File: src/rtl/controlador_bcd.sv
`timescale 1ns/1ps
`default_nettype none
// ============================================================================
// controlador_bcd : hands a signed product to the binary-to-BCD converter and
//                   presents the signed BCD result to the display stage.
// Revision 1.0
// ============================================================================
module controlador_bcd #(
    parameter int ANCHO_PROD = 16,
    parameter int TIMEOUT    = 255,
    parameter int GUARDA     = 2
) (
    input  logic                  clk,
    input  logic                  reset,
    input  logic [ANCHO_PROD-1:0] producto,
    input  logic                  producto_valido,
    output logic                  producto_listo,
    output logic                  bcd_inicio,
    output logic [ANCHO_PROD-2:0] bcd_bin,
    input  logic [19:0]           bcd_codigo,
    input  logic                  bcd_done,
    output logic [19:0]           resultado_bcd,
    output logic                  resultado_signo,
    output logic                  resultado_valido,
    input  logic                  resultado_aceptado,
    output logic                  error_timeout,
    output logic                  ocupado
);
    localparam int c_ANCHO_TO = $clog2(TIMEOUT + 1);
    localparam int c_ANCHO_GU = (GUARDA > 0) ? $clog2(GUARDA + 1) : 1;
    localparam logic [ANCHO_PROD-1:0] c_MIN_NEG   = {1'b1, {(ANCHO_PROD-1){1'b0}}};
    localparam logic [ANCHO_PROD-2:0] c_UNO_MAG   = (ANCHO_PROD-1)'(1);
    localparam logic [c_ANCHO_TO-1:0] c_LIMITE    = c_ANCHO_TO'(TIMEOUT);
    localparam logic [c_ANCHO_TO-1:0] c_UNO_TO    = c_ANCHO_TO'(1);
    localparam logic [c_ANCHO_GU-1:0] c_GUARDA    = c_ANCHO_GU'(GUARDA);
    localparam logic [c_ANCHO_GU-1:0] c_UNO_GU    = c_ANCHO_GU'(1);
    // The most negative product has no magnitude in bcd_bin, so its BCD image is a constant.
    localparam logic [19:0]           c_BCD_MIN   = 20'h32768;

    typedef enum logic [2:0] {
        INACTIVO = 3'd0,
        MAGNITUD = 3'd1,
        LANZAR   = 3'd2,
        ESPERA   = 3'd3,
        ENTREGA  = 3'd4
    } estado_t;

    estado_t               r_estado;
    logic [ANCHO_PROD-1:0] r_producto;
    logic [c_ANCHO_TO-1:0] r_cuenta;
    logic [c_ANCHO_GU-1:0] r_guarda;
    logic [c_ANCHO_GU-1:0] w_guarda_dec;
    logic [ANCHO_PROD-2:0] w_magnitud;
    logic                  w_negativo;
    logic                  w_desborde;

    assign w_negativo   = r_producto[ANCHO_PROD-1];
    assign w_desborde   = (r_producto == c_MIN_NEG);
    assign w_magnitud   = w_negativo ? (~r_producto[ANCHO_PROD-2:0] + c_UNO_MAG)
                                     : r_producto[ANCHO_PROD-2:0];
    assign w_guarda_dec = (r_guarda != '0) ? (r_guarda - c_UNO_GU) : r_guarda;

    always_ff @(posedge clk or posedge reset) begin
        if (reset) begin
            r_estado         <= INACTIVO;
            r_producto       <= '0;
            r_cuenta         <= '0;
            r_guarda         <= '0;
            producto_listo   <= 1'b0;
            bcd_inicio       <= 1'b0;
            bcd_bin          <= '0;
            resultado_bcd    <= '0;
            resultado_signo  <= 1'b0;
            resultado_valido <= 1'b0;
            error_timeout    <= 1'b0;
            ocupado          <= 1'b0;
        end else begin
            r_guarda   <= w_guarda_dec;
            bcd_inicio <= 1'b0;
            case (r_estado)
                INACTIVO: begin
                    if (producto_valido && producto_listo) begin
                        r_producto     <= producto;
                        producto_listo <= 1'b0;
                        ocupado        <= 1'b1;
                        r_estado       <= MAGNITUD;
                    end else begin
                        producto_listo <= (w_guarda_dec == '0);
                    end
                end
                MAGNITUD: begin
                    resultado_signo <= w_negativo;
                    if (w_desborde) begin
                        resultado_bcd    <= c_BCD_MIN;
                        resultado_valido <= 1'b1;
                        r_estado         <= ENTREGA;
                    end else begin
                        bcd_bin    <= w_magnitud;
                        bcd_inicio <= 1'b1;
                        r_estado   <= LANZAR;
                    end
                end
                LANZAR: begin
                    r_cuenta <= '0;
                    r_estado <= ESPERA;
                end
                ESPERA: begin
                    // A done arriving on the last allowed cycle still counts as success.
                    if (bcd_done) begin
                        resultado_bcd    <= bcd_codigo;
                        r_guarda         <= c_GUARDA;
                        resultado_valido <= 1'b1;
                        r_estado         <= ENTREGA;
                    end else if (r_cuenta == c_LIMITE) begin
                        resultado_bcd    <= '0;
                        error_timeout    <= 1'b1;
                        resultado_valido <= 1'b1;
                        r_estado         <= ENTREGA;
                    end else begin
                        r_cuenta <= r_cuenta + c_UNO_TO;
                    end
                end
                ENTREGA: begin
                    if (resultado_aceptado) begin
                        resultado_valido <= 1'b0;
                        error_timeout    <= 1'b0;
                        ocupado          <= 1'b0;
                        producto_listo   <= (w_guarda_dec == '0);
                        r_estado         <= INACTIVO;
                    end
                end
                default: begin
                    r_estado <= INACTIVO;
                end
            endcase
        end
    end

endmodule
`default_nettype wire
File: config.mk
export PLATFORM = sky130hd
export DESIGN_NAME = controlador_bcd
export DESIGN_NICKNAME = d
export VERILOG_FILES = /design/src/rtl/controlador_bcd.sv
export SDC_FILE = /design/constraint.sdc
export NUM_CORES = 1
export LEC_CHECK = 0
export ABC_AREA = 1
export CAP_MARGIN = 0
export CELL_PAD_IN_SITES_DETAIL_PLACEMENT = 1
export CELL_PAD_IN_SITES_GLOBAL_PLACEMENT = 1
export CORE_UTILIZATION = 32
export CTS_CLUSTER_DIAMETER = 100
export DETAILED_ROUTE_END_ITERATION = 12
export GPL_TIMING_DRIVEN = 1
export PLACE_DENSITY = 0.71
export SYNTH_ARGS = -nofsm -noshare
export SYNTH_HDL_FRONTEND = slang
export SYNTH_SLANG_ARGS = --single-unit
export TNS_END_PERCENT = 100
File: constraint.sdc
create_clock -name clk -period 2.4 [get_ports clk]
set_input_delay 0.72 -clock clk [delete_from_list [all_inputs] [get_ports clk]]
set_output_delay 0.72 -clock clk [all_outputs]
set_load 0.02 [all_outputs]
---- After elaboration in Yosys (flattened, before gate mapping) ----
Index checks and enable logic that the tools add are counted.
storage, ports and cells
  word-level logic and storage cells ...... 79
  register bits ........................... 70
  input bits .............................. 41
  output and inout bits ................... 41
cells by class
  bitwise logic cells ..................... 2
  equal/unequal tests ..................... 13
  $add $sub $neg .......................... 3
  muxes and demuxes ....................... 31
  reductions and logical operators ........ 18
operator list
  cell                     number
  $mux W20                 3
  $pmux W20 S2             1
  $eq A16 B16 Y1 const B   1
  $mux W8                  2
  $pmux W8 S2              1
  $add A15 B1 Y15 const B  1
  $mux W15                 1
  $mux W3                  5
  $not A15 Y15             1
  $pmux W3 S5              1
  $ne A2 B2 Y1 const B     6
  $reduce_and A3 Y1        4
  $mux W1                  10
  $reduce_bool A2 Y1       5
  $add A8 B1 Y8 const B    1
  $eq A8 B8 Y1 const B     1
  $reduce_and A4 Y1        2
  $eq A3 B2 Y1 const B     2
  $mux W2                  3
  $pmux W1 S2              3
  $reduce_and A2 Y1        3
  $eq A3 B1 Y1 const B     1
  $eq A3 B3 Y1 const B     1
  $logic_not A3 Y1         1
  other kinds (7)          7

---- Logic depth before layout (Yosys ltp) ----
Gate-level depths: netlist of run 1.
  word-level depth ........................ 5
  depth in mapped cells ................... 10
  mapped depth without buffers ............ 10

---- Worst setup path before layout of run 1 ----
No wires, ideal clock.
  path type ............................... flip-flop to flip-flop
  from .................................... register r_producto[0]
  to ...................................... register resultado_bcd[0]
  period minus slack after synthesis ...... 1521 ps
  path buffers ............................ 1
  arrival time ............................ 1404 ps
  setup time .............................. 117 ps
  slack ................................... 879 ps
  stages on the path, launching flop included .. 11
  path through ............................ dfrtp_1 > inv_1 > ha_1 > nand2_1 > nor2_4 > nand3_1 > nand2_4 > nand2_4 > buf_6 > nand2_1 > nand2_1
between the ends
  longest elaborated chain between the ends .. 3
ends and longest elaborated chain
  item                                RTL line  RTL
  start, declared                     49        logic [ANCHO_PROD-1:0] r_producto;
  start signal, assigned              83        r_producto <= producto;
  $eq A16 B16 Y1                      58        assign w_desborde = (r_producto == c_MIN_NEG);
  $ne A2 B2 Y1 (no source line)       n/a
  $reduce_and A3 Y1 (no source line)  n/a
  end signal, assigned                94        resultado_bcd <= c_BCD_MIN;
  end signal, assigned                110       resultado_bcd <= bcd_codigo;
  end, declared                       22        output logic [19:0] resultado_bcd,
No other way between the ends.
A chain may end at the register's enable or synchronous reset.

---- Worst setup path in the final report of run 1 ----
  from .................................... register producto_listo
  to ...................................... output port producto_listo
RTL lines
  item                    RTL line  RTL
  start, declared         17        output logic producto_listo,
  start signal, assigned  88        producto_listo <= (w_guarda_dec == '0);
  start signal, assigned  128       producto_listo <= (w_guarda_dec == '0);
No word-level cell between the ends.

==> flow_metrics.env, run 1 <==
export IMPL_status="finished, final reports clean"
export IMPL_dp_cells=644
export IMPL_cp_arrival_ns=1.36
export IMPL_ys_seq_area_share_pct=51.6
export IMPL_crit_type="reg -> out"
export IMPL_drc=0
export IMPL_worst_slack_ns=0.318
export IMPL_area_growth_pct=35.3
export IMPL_num_io_pins=82
export IMPL_worstSetupStartpointType="register"
export IMPL_root_buffer="clkbuf_8"
export IMPL_cp_max_fo=4
export IMPL_insertion_delay_ns=0.34
export IMPL_fin_crit_ns=2.08
export IMPL_synthTopCellsByArea="dfrtp_1 52%, nand2_1 18%, nand3_1 6.3%"
export IMPL_htreeDepth=3
export IMPL_finalNonFillerCells=660
export IMPL_fp_dieArea_um2=11000
export IMPL_rsz0062_at_grt="no"
export IMPL_regToRegSetupSlack_ns=0.56
export IMPL_cts_sinks=70
export IMPL_cts_hold_fix_buffers=0
export IMPL_dpl_hpwl_um=6560
export IMPL_ys_ff_latch=70
export IMPL_wl_per_cell_um=13.5
export IMPL_yosysTopAreaCell="dfrtp_1"
export IMPL_die_y_um=105
export IMPL_crit_family="buffers and inverters"
export IMPL_fillCellCount=1289
export IMPL_min_path_type="reg -> reg"
export IMPL_vias=3112
export IMPL_cts_repair_resized=0
export IMPL_rows=37
export IMPL_hold_viol=0
export IMPL_maxCapViolCount=0
export IMPL_finalSetupTns_ns=0
export IMPL_synth_area_um2=3390
export IMPL_grt_antenna_before_repair=0
export IMPL_skew_ns=0.00711
export IMPL_ant_nets=0
export IMPL_drtIter0Drc=95
export IMPL_vias_per_cell=4.72
export IMPL_synth_cell_type_count=25
export IMPL_path_cells="clkdlybuf4s50_1"
export IMPL_path_clk_slew_ns=0.07
export IMPL_required_ns=1.68
export IMPL_antenna_cells=0
export IMPL_syn_inst=433
export IMPL_routed_wl_um=8900
export IMPL_cp_num_buf_inv=1
export IMPL_tightest_slew_ns=0.469
export IMPL_syn_nets=476
export IMPL_power_per_cell_area_nw_per_um2=1240
export IMPL_finalSetupViolCount=0
export IMPL_dp_slack_ns=0.243
export IMPL_grt_pass1_wl_um=15600
export IMPL_clock_fmax_mhz=480
export IMPL_die_w_um=105
export IMPL_vdd_ir_drop_max_uv=533
export IMPL_grt_overflow=0
export IMPL_design_area_um2=4590
export IMPL_coreArea_um2=10300
export IMPL_initial_utilization_pct=33.0
export IMPL_first_global_vias=3227
export IMPL_drive_gt1_share_pct=8.02
export IMPL_final_period_utilization_pct=86.7
export IMPL_postCtsSetupRepairBufs=0
export IMPL_slowest_delay_ns=0.62
export IMPL_critPathCaptureType="output port"
export IMPL_first_pass_iters=4
export IMPL_synth_top_area_share_pct=51.6
export IMPL_track_usage_pct=17.6
export IMPL_finish_utilization_pct=44.7
export IMPL_p_leak_uw=0.00221
export IMPL_postSynthAreaPerCell_um2=7.83
export IMPL_grt_max_degree=42
export IMPL_cpMaxStageDelayCell="clkdlybuf4s50_1"
export IMPL_tritoncts_num_buffers=9
export IMPL_clk_path_buf_depth=2
export IMPL_yosysWarnings=0
export IMPL_placedInstanceArea_um2=4370
export IMPL_final_nets=562
export IMPL_finalWeightedCongestion=0.754
export IMPL_port_buffers=81
export IMPL_tritoncts="yes"
export IMPL_slew_headroom_pct=68.7
export IMPL_slew_violations=0
## cell usage after synthesis, drive strengths merged
cell / n
or2: 1
o21a: 1
ha: 2
nor2: 44
mux2: 2
xor2: 4
nand4: 7
buf: 12
o21ai: 24
nand3: 44
a21oi: 16
nor3: 2
dfrtp: 70
nand2: 167
clkbuf: 3
inv: 34
## report_power, final
| group | internal, uW | leakage (uW) | switching, uW |
|---|---|---|---|
| registers | 1660 | 0.000856 | 341 |
| logic | 1080 | 0.00125 | 1540 |
| clock network | 588 | 0.000106 | 482 |
| total | 3320 | 0.00221 | 2360 |
## flip-flops by register name, summed over array words and instances, names as in the netlist
signal and count:
bcd_bin 15, bcd_inicio 1, error_timeout 1, ocupado 1, producto_listo 1, r_cuenta 8, r_estado 3, r_guarda 2
r_producto 16, resultado_bcd 20, resultado_signo 1, resultado_valido 1
## layer usage
layer	track usage (%)	vias up	part of all wire, %
met5	0	-	0
met1	22.2	1501	45
met4	4.53	0	1.0
met3	3.74	9	3.8
met2	30.5	65	50
li1	-	1537	-
## cells in the final DEF, fill, tap and decap left out, drive strengths merged, types with 3 or more instances in the layout
| cell type | Yosys | routed |
|---|---|---|
| nand2 | 167 | 167 |
| clkdlybuf4s50 | 0 | 81 |
| dfrtp | 70 | 70 |
| nand3 | 44 | 44 |
| nor2 | 44 | 44 |
| inv | 34 | 34 |
| o21ai | 24 | 24 |
| a21oi | 16 | 16 |
| clkbuf | 3 | 9 |
| buf | 12 | 9 |
| nand4 | 7 | 7 |
| xor2 | 4 | 4 |
| clkinvlp | 0 | 3 |
## path summary, 6_finish.rpt
kind                           startpoint           endpoint  depth (start not counted)
max                        producto_listo     producto_listo                          1
min                           bcd_bin[13]        bcd_bin[13]                          2
max reg2reg                 r_producto[0]  resultado_bcd[16]                          9
min reg2reg                   bcd_bin[13]        bcd_bin[13]                          2
max in group asynchronous           reset     producto_listo                          3
min in group asynchronous           reset         bcd_inicio                          2
## area by class of cell
cell class	count	area, um2	share of cell area [%]
clock buffer	9	124	2.70
clock inverter	7	97.6	2.13
inverter	34	131	2.86
multi-input combinational	314	1410	30.8
sequential	70	1750	38.2
tap	136	170	3.71
timing repair buffer	90	903	19.7
## through the flow
stage	hold WS, ns	total power [uW]
2_1_floorplan	0.465	3610
3_3_place_gp	0.456	4590
3_5_place_dp	0.466	4670
4_1_cts	0.486	5770
5_1_grt	0.509	6160
6_report	0.478	5680
## kinds of logic (layout without fill, tap and decap cells)
group                      after synthesis  count (layout)  share of synthesized area [%]
adders and majority gates                2               2                          0.738
xor gates and xnor gates                 4               4                           1.03
DFF                                     70              70                           51.6
muxes                                    2               2                          0.664
buffers and inverters                   49             140                           6.75
and+or+nand+nor                        265             265                           33.1
AOI/OAI and AO/OA                       41              41                           6.12
Note: power is estimated with default switching activity, not from simulation.
==> run 2: changes to the inputs <==
- ABC_AREA: 1 -> not set
- CAP_MARGIN: 0 -> 20
- CORE_UTILIZATION: 32 -> 35
- PLACE_DENSITY: 0.71 -> 0.72
==> run 2 against run 1 <==
Compared with the run above:
- cell count is 27% lower
- highest routed layer unchanged
- largest power group unchanged
- critical path depth up 5
- sequential share of layout area grew 0.17 points
==> flow_metrics.env, run 2 <==
export IMPL_maxCapViolCount=0
export IMPL_crit_type="reg -> reg"
export IMPL_slew_headroom_pct=66.9
export IMPL_synth_common_cells="70 x dfrtp_1, 23 x mux2_2, 20 x a21oi_1"
export IMPL_finalSetupViolCount=0
export IMPL_ys_flop_type="dfrtp_1"
export IMPL_drc=0
export IMPL_placedInstanceArea_um2=4290
export IMPL_largest_reg_flops=20
export IMPL_async_flop_share_pct=100
export IMPL_yosysTopAreaCell="dfrtp_1"
export IMPL_vdd_ir_drop_max_uv=620
export IMPL_syn_nets=314
export IMPL_min_path_type="reg -> reg"
export IMPL_path_clk_slew_ns=0.08
export IMPL_final_period_utilization_pct=96.4
export IMPL_tritoncts="yes"
export IMPL_first_global_vias=2784
export IMPL_design_area_um2=4570
export IMPL_critPathCapture="bcd_bin[3]"
export IMPL_die_y_um=98.3
export IMPL_regToRegStartpoint="r_producto[1]"
export IMPL_yosysWarnings=0
export IMPL_r2r_end="bcd_bin[3]"
export IMPL_required_ns=2.63
export IMPL_cts_sinks=70
export IMPL_cp_depth=6
export IMPL_num_io_pins=82
export IMPL_synth_edff_count=0
export IMPL_clock_fmax_mhz=432
export IMPL_synthTopCellsByArea="dfrtp_1 54%, mux2_2 8.0%, xnor2_1 3.2%"
export IMPL_rsz0062_at_grt="yes"
export IMPL_routed_wl_um=8410
export IMPL_area_growth_pct=40.8
export IMPL_postCtsSetupRepairBufs=0
export IMPL_slew_violations=0
export IMPL_wl_per_cell_um=17.6
export IMPL_vias_per_cell=5.43
export IMPL_finalWeightedCongestion=0.765
export IMPL_grt_antenna_before_repair=0
export IMPL_final_nets=409
export IMPL_syn_inst=271
export IMPL_grt_max_degree=71
export IMPL_status="finished, final reports clean"
export IMPL_skew_ns=0.0106
export IMPL_drtIter0Drc=55
export IMPL_fp_dieArea_um2=9660
export IMPL_synth_cell_type_count=47
export IMPL_p_leak_uw=0.00192
export IMPL_cp_arrival_ns=2.54
export IMPL_htreeDepth=3
export IMPL_cp_max_fo=8
export IMPL_synth_area_um2=3240
export IMPL_vias=2601
export IMPL_max_flop_register="resultado_bcd"
export IMPL_rows=34
export IMPL_first_pass_iters=7
export IMPL_postSynthAreaPerCell_um2=12.0
export IMPL_path_cells="inv_1 > ha_2 > or4b_4 > or4_4 > and2_4 > mux2_4"
export IMPL_worstRegToRegCells=6
export IMPL_tightest_slew_ns=0.496
export IMPL_tritoncts_num_buffers=9
export IMPL_finalSetupTns_ns=0
export IMPL_worstSetupStartpointType="register"
export IMPL_ys_ff_latch=70
export IMPL_ys_seq_area_share_pct=54.0
export IMPL_grt_pass1_wl_um=13900
export IMPL_dpl_hpwl_um=5750
export IMPL_cpMaxStageDelayCell="or4b_4"
export IMPL_die_w_um=98.3
export IMPL_grt_overflow=0
export IMPL_fin_crit_ns=2.31
export IMPL_cp_num_buf_inv=1
export IMPL_port_buffers=81
export IMPL_slowest_delay_ns=0.53
export IMPL_coreArea_um2=8850
export IMPL_ant_nets=0
export IMPL_top_regs="resultado_bcd: 20 flops, r_producto: 16 flops, bcd_bin: 15 flops"
export IMPL_drive_gt1_share_pct=19.7
export IMPL_power_per_cell_area_nw_per_um2=1430
export IMPL_worstSetupStartpoint="r_producto[1]"
export IMPL_clk_path_buf_depth=2
export IMPL_track_usage_pct=18.4
export IMPL_yosysMostFrequentCell="dfrtp_1"
export IMPL_insertion_delay_ns=0.35
export IMPL_initial_utilization_pct=36.7
export IMPL_worst_slack_ns=0.0857
export IMPL_hold_viol=0
export IMPL_crit_family="simple AND/OR/NAND/NOR gates"
export IMPL_antenna_cells=0
export IMPL_root_buffer="clkbuf_8"
export IMPL_dp_slack_ns=-0.211
export IMPL_synth_top_area_share_pct=54.0
export IMPL_layout_commonest_cell="clkdlybuf4s50_1"
export IMPL_regToRegSetupSlack_ns=0.09
export IMPL_power_uw=6550
export IMPL_critPathCaptureType="register"
export IMPL_final_cell_mix="81 x clkdlybuf4s50_1, 70 x dfrtp_1, 23 x mux2_2"
[run 2: cell count changes after synthesis, moves of 12 or more]
cell / before / now
nor2_1: 41 / 4
inv_1: 32 / 5
nand2_1: 161 / 9
xnor2_1: 0 / 12
nand3_1: 43 / 7
o21ai_0: 24 / 9
mux2_2: 2 / 23
[run 2: what timing repair did]
item,4_1_cts,5_1_grt
gates resized for setup,0,2
endpoints found under the hold margin,0,0
setup endpoints to repair,0,15
hold buffers,0,0
[run 2: logic make-up (layout without fill, tap and decap cells)]
family,count (synthesis),count (layout),synth area share (%)
buf+inv,21,120,3.16
simple gates,64,65,12.2
fa+ha+maj,2,2,0.771
flops,70,70,54.0
mux,31,31,11.2
xor+xnor,12,12,3.24
compound gates,71,71,15.4
[run 2: stage by stage]
stage | util (%) | std cells | hold slack (ns)
3_3_place_gp | 48.5 | 462 | 0.419
5_1_grt | 51.6 | 479 | 0.464
3_5_place_dp | 48.5 | 462 | 0.431
2_1_floorplan | - | 271 | 0.409
4_1_cts | 51.5 | 478 | 0.442
6_report | 51.6 | 479 | 0.438
[run 2: where the power goes]
group | switching (uW) | internal, uW
Combinational | 1470 | 1690
Clock | 460 | 796
Sequential | 419 | 1710
Total | 2350 | 4200
[run 2: final cells by class]
class / instances / area (um2)
clock buffer: 10 / 128
clock inverter: 6 / 134
fill: 958 / 4280
inverter: 5 / 22.5
multi-input combinational: 181 / 1420
sequential: 70 / 1750
tap: 108 / 135
timing repair buffer: 99 / 983
[run 2: metal layers]
metal,up-vias,global-route usage [%],part of all wire [%]
met5,-,0,0
met4,0,6.20,1.5
met3,11,3.87,3.6
met2,52,31.5,52
met1,1343,23.3,43
li1,1195,-,-
[run 2: how the worst min path moves through the flow]
stage / from / endpoint / slack [ns] / depth (start not counted)
after global placement: r_guarda[0] / r_guarda[0] / 0.42 / 1
after CTS: r_guarda[0] / r_guarda[0] / 0.44 / 1
after floorplan: r_guarda[0] / r_guarda[0] / 0.41 / 1
after global routing: r_guarda[0] / r_guarda[0] / 0.46 / 1
after detailed placement: r_guarda[0] / r_guarda[0] / 0.43 / 1
final: r_guarda[0] / r_guarda[0] / 0.44 / 1
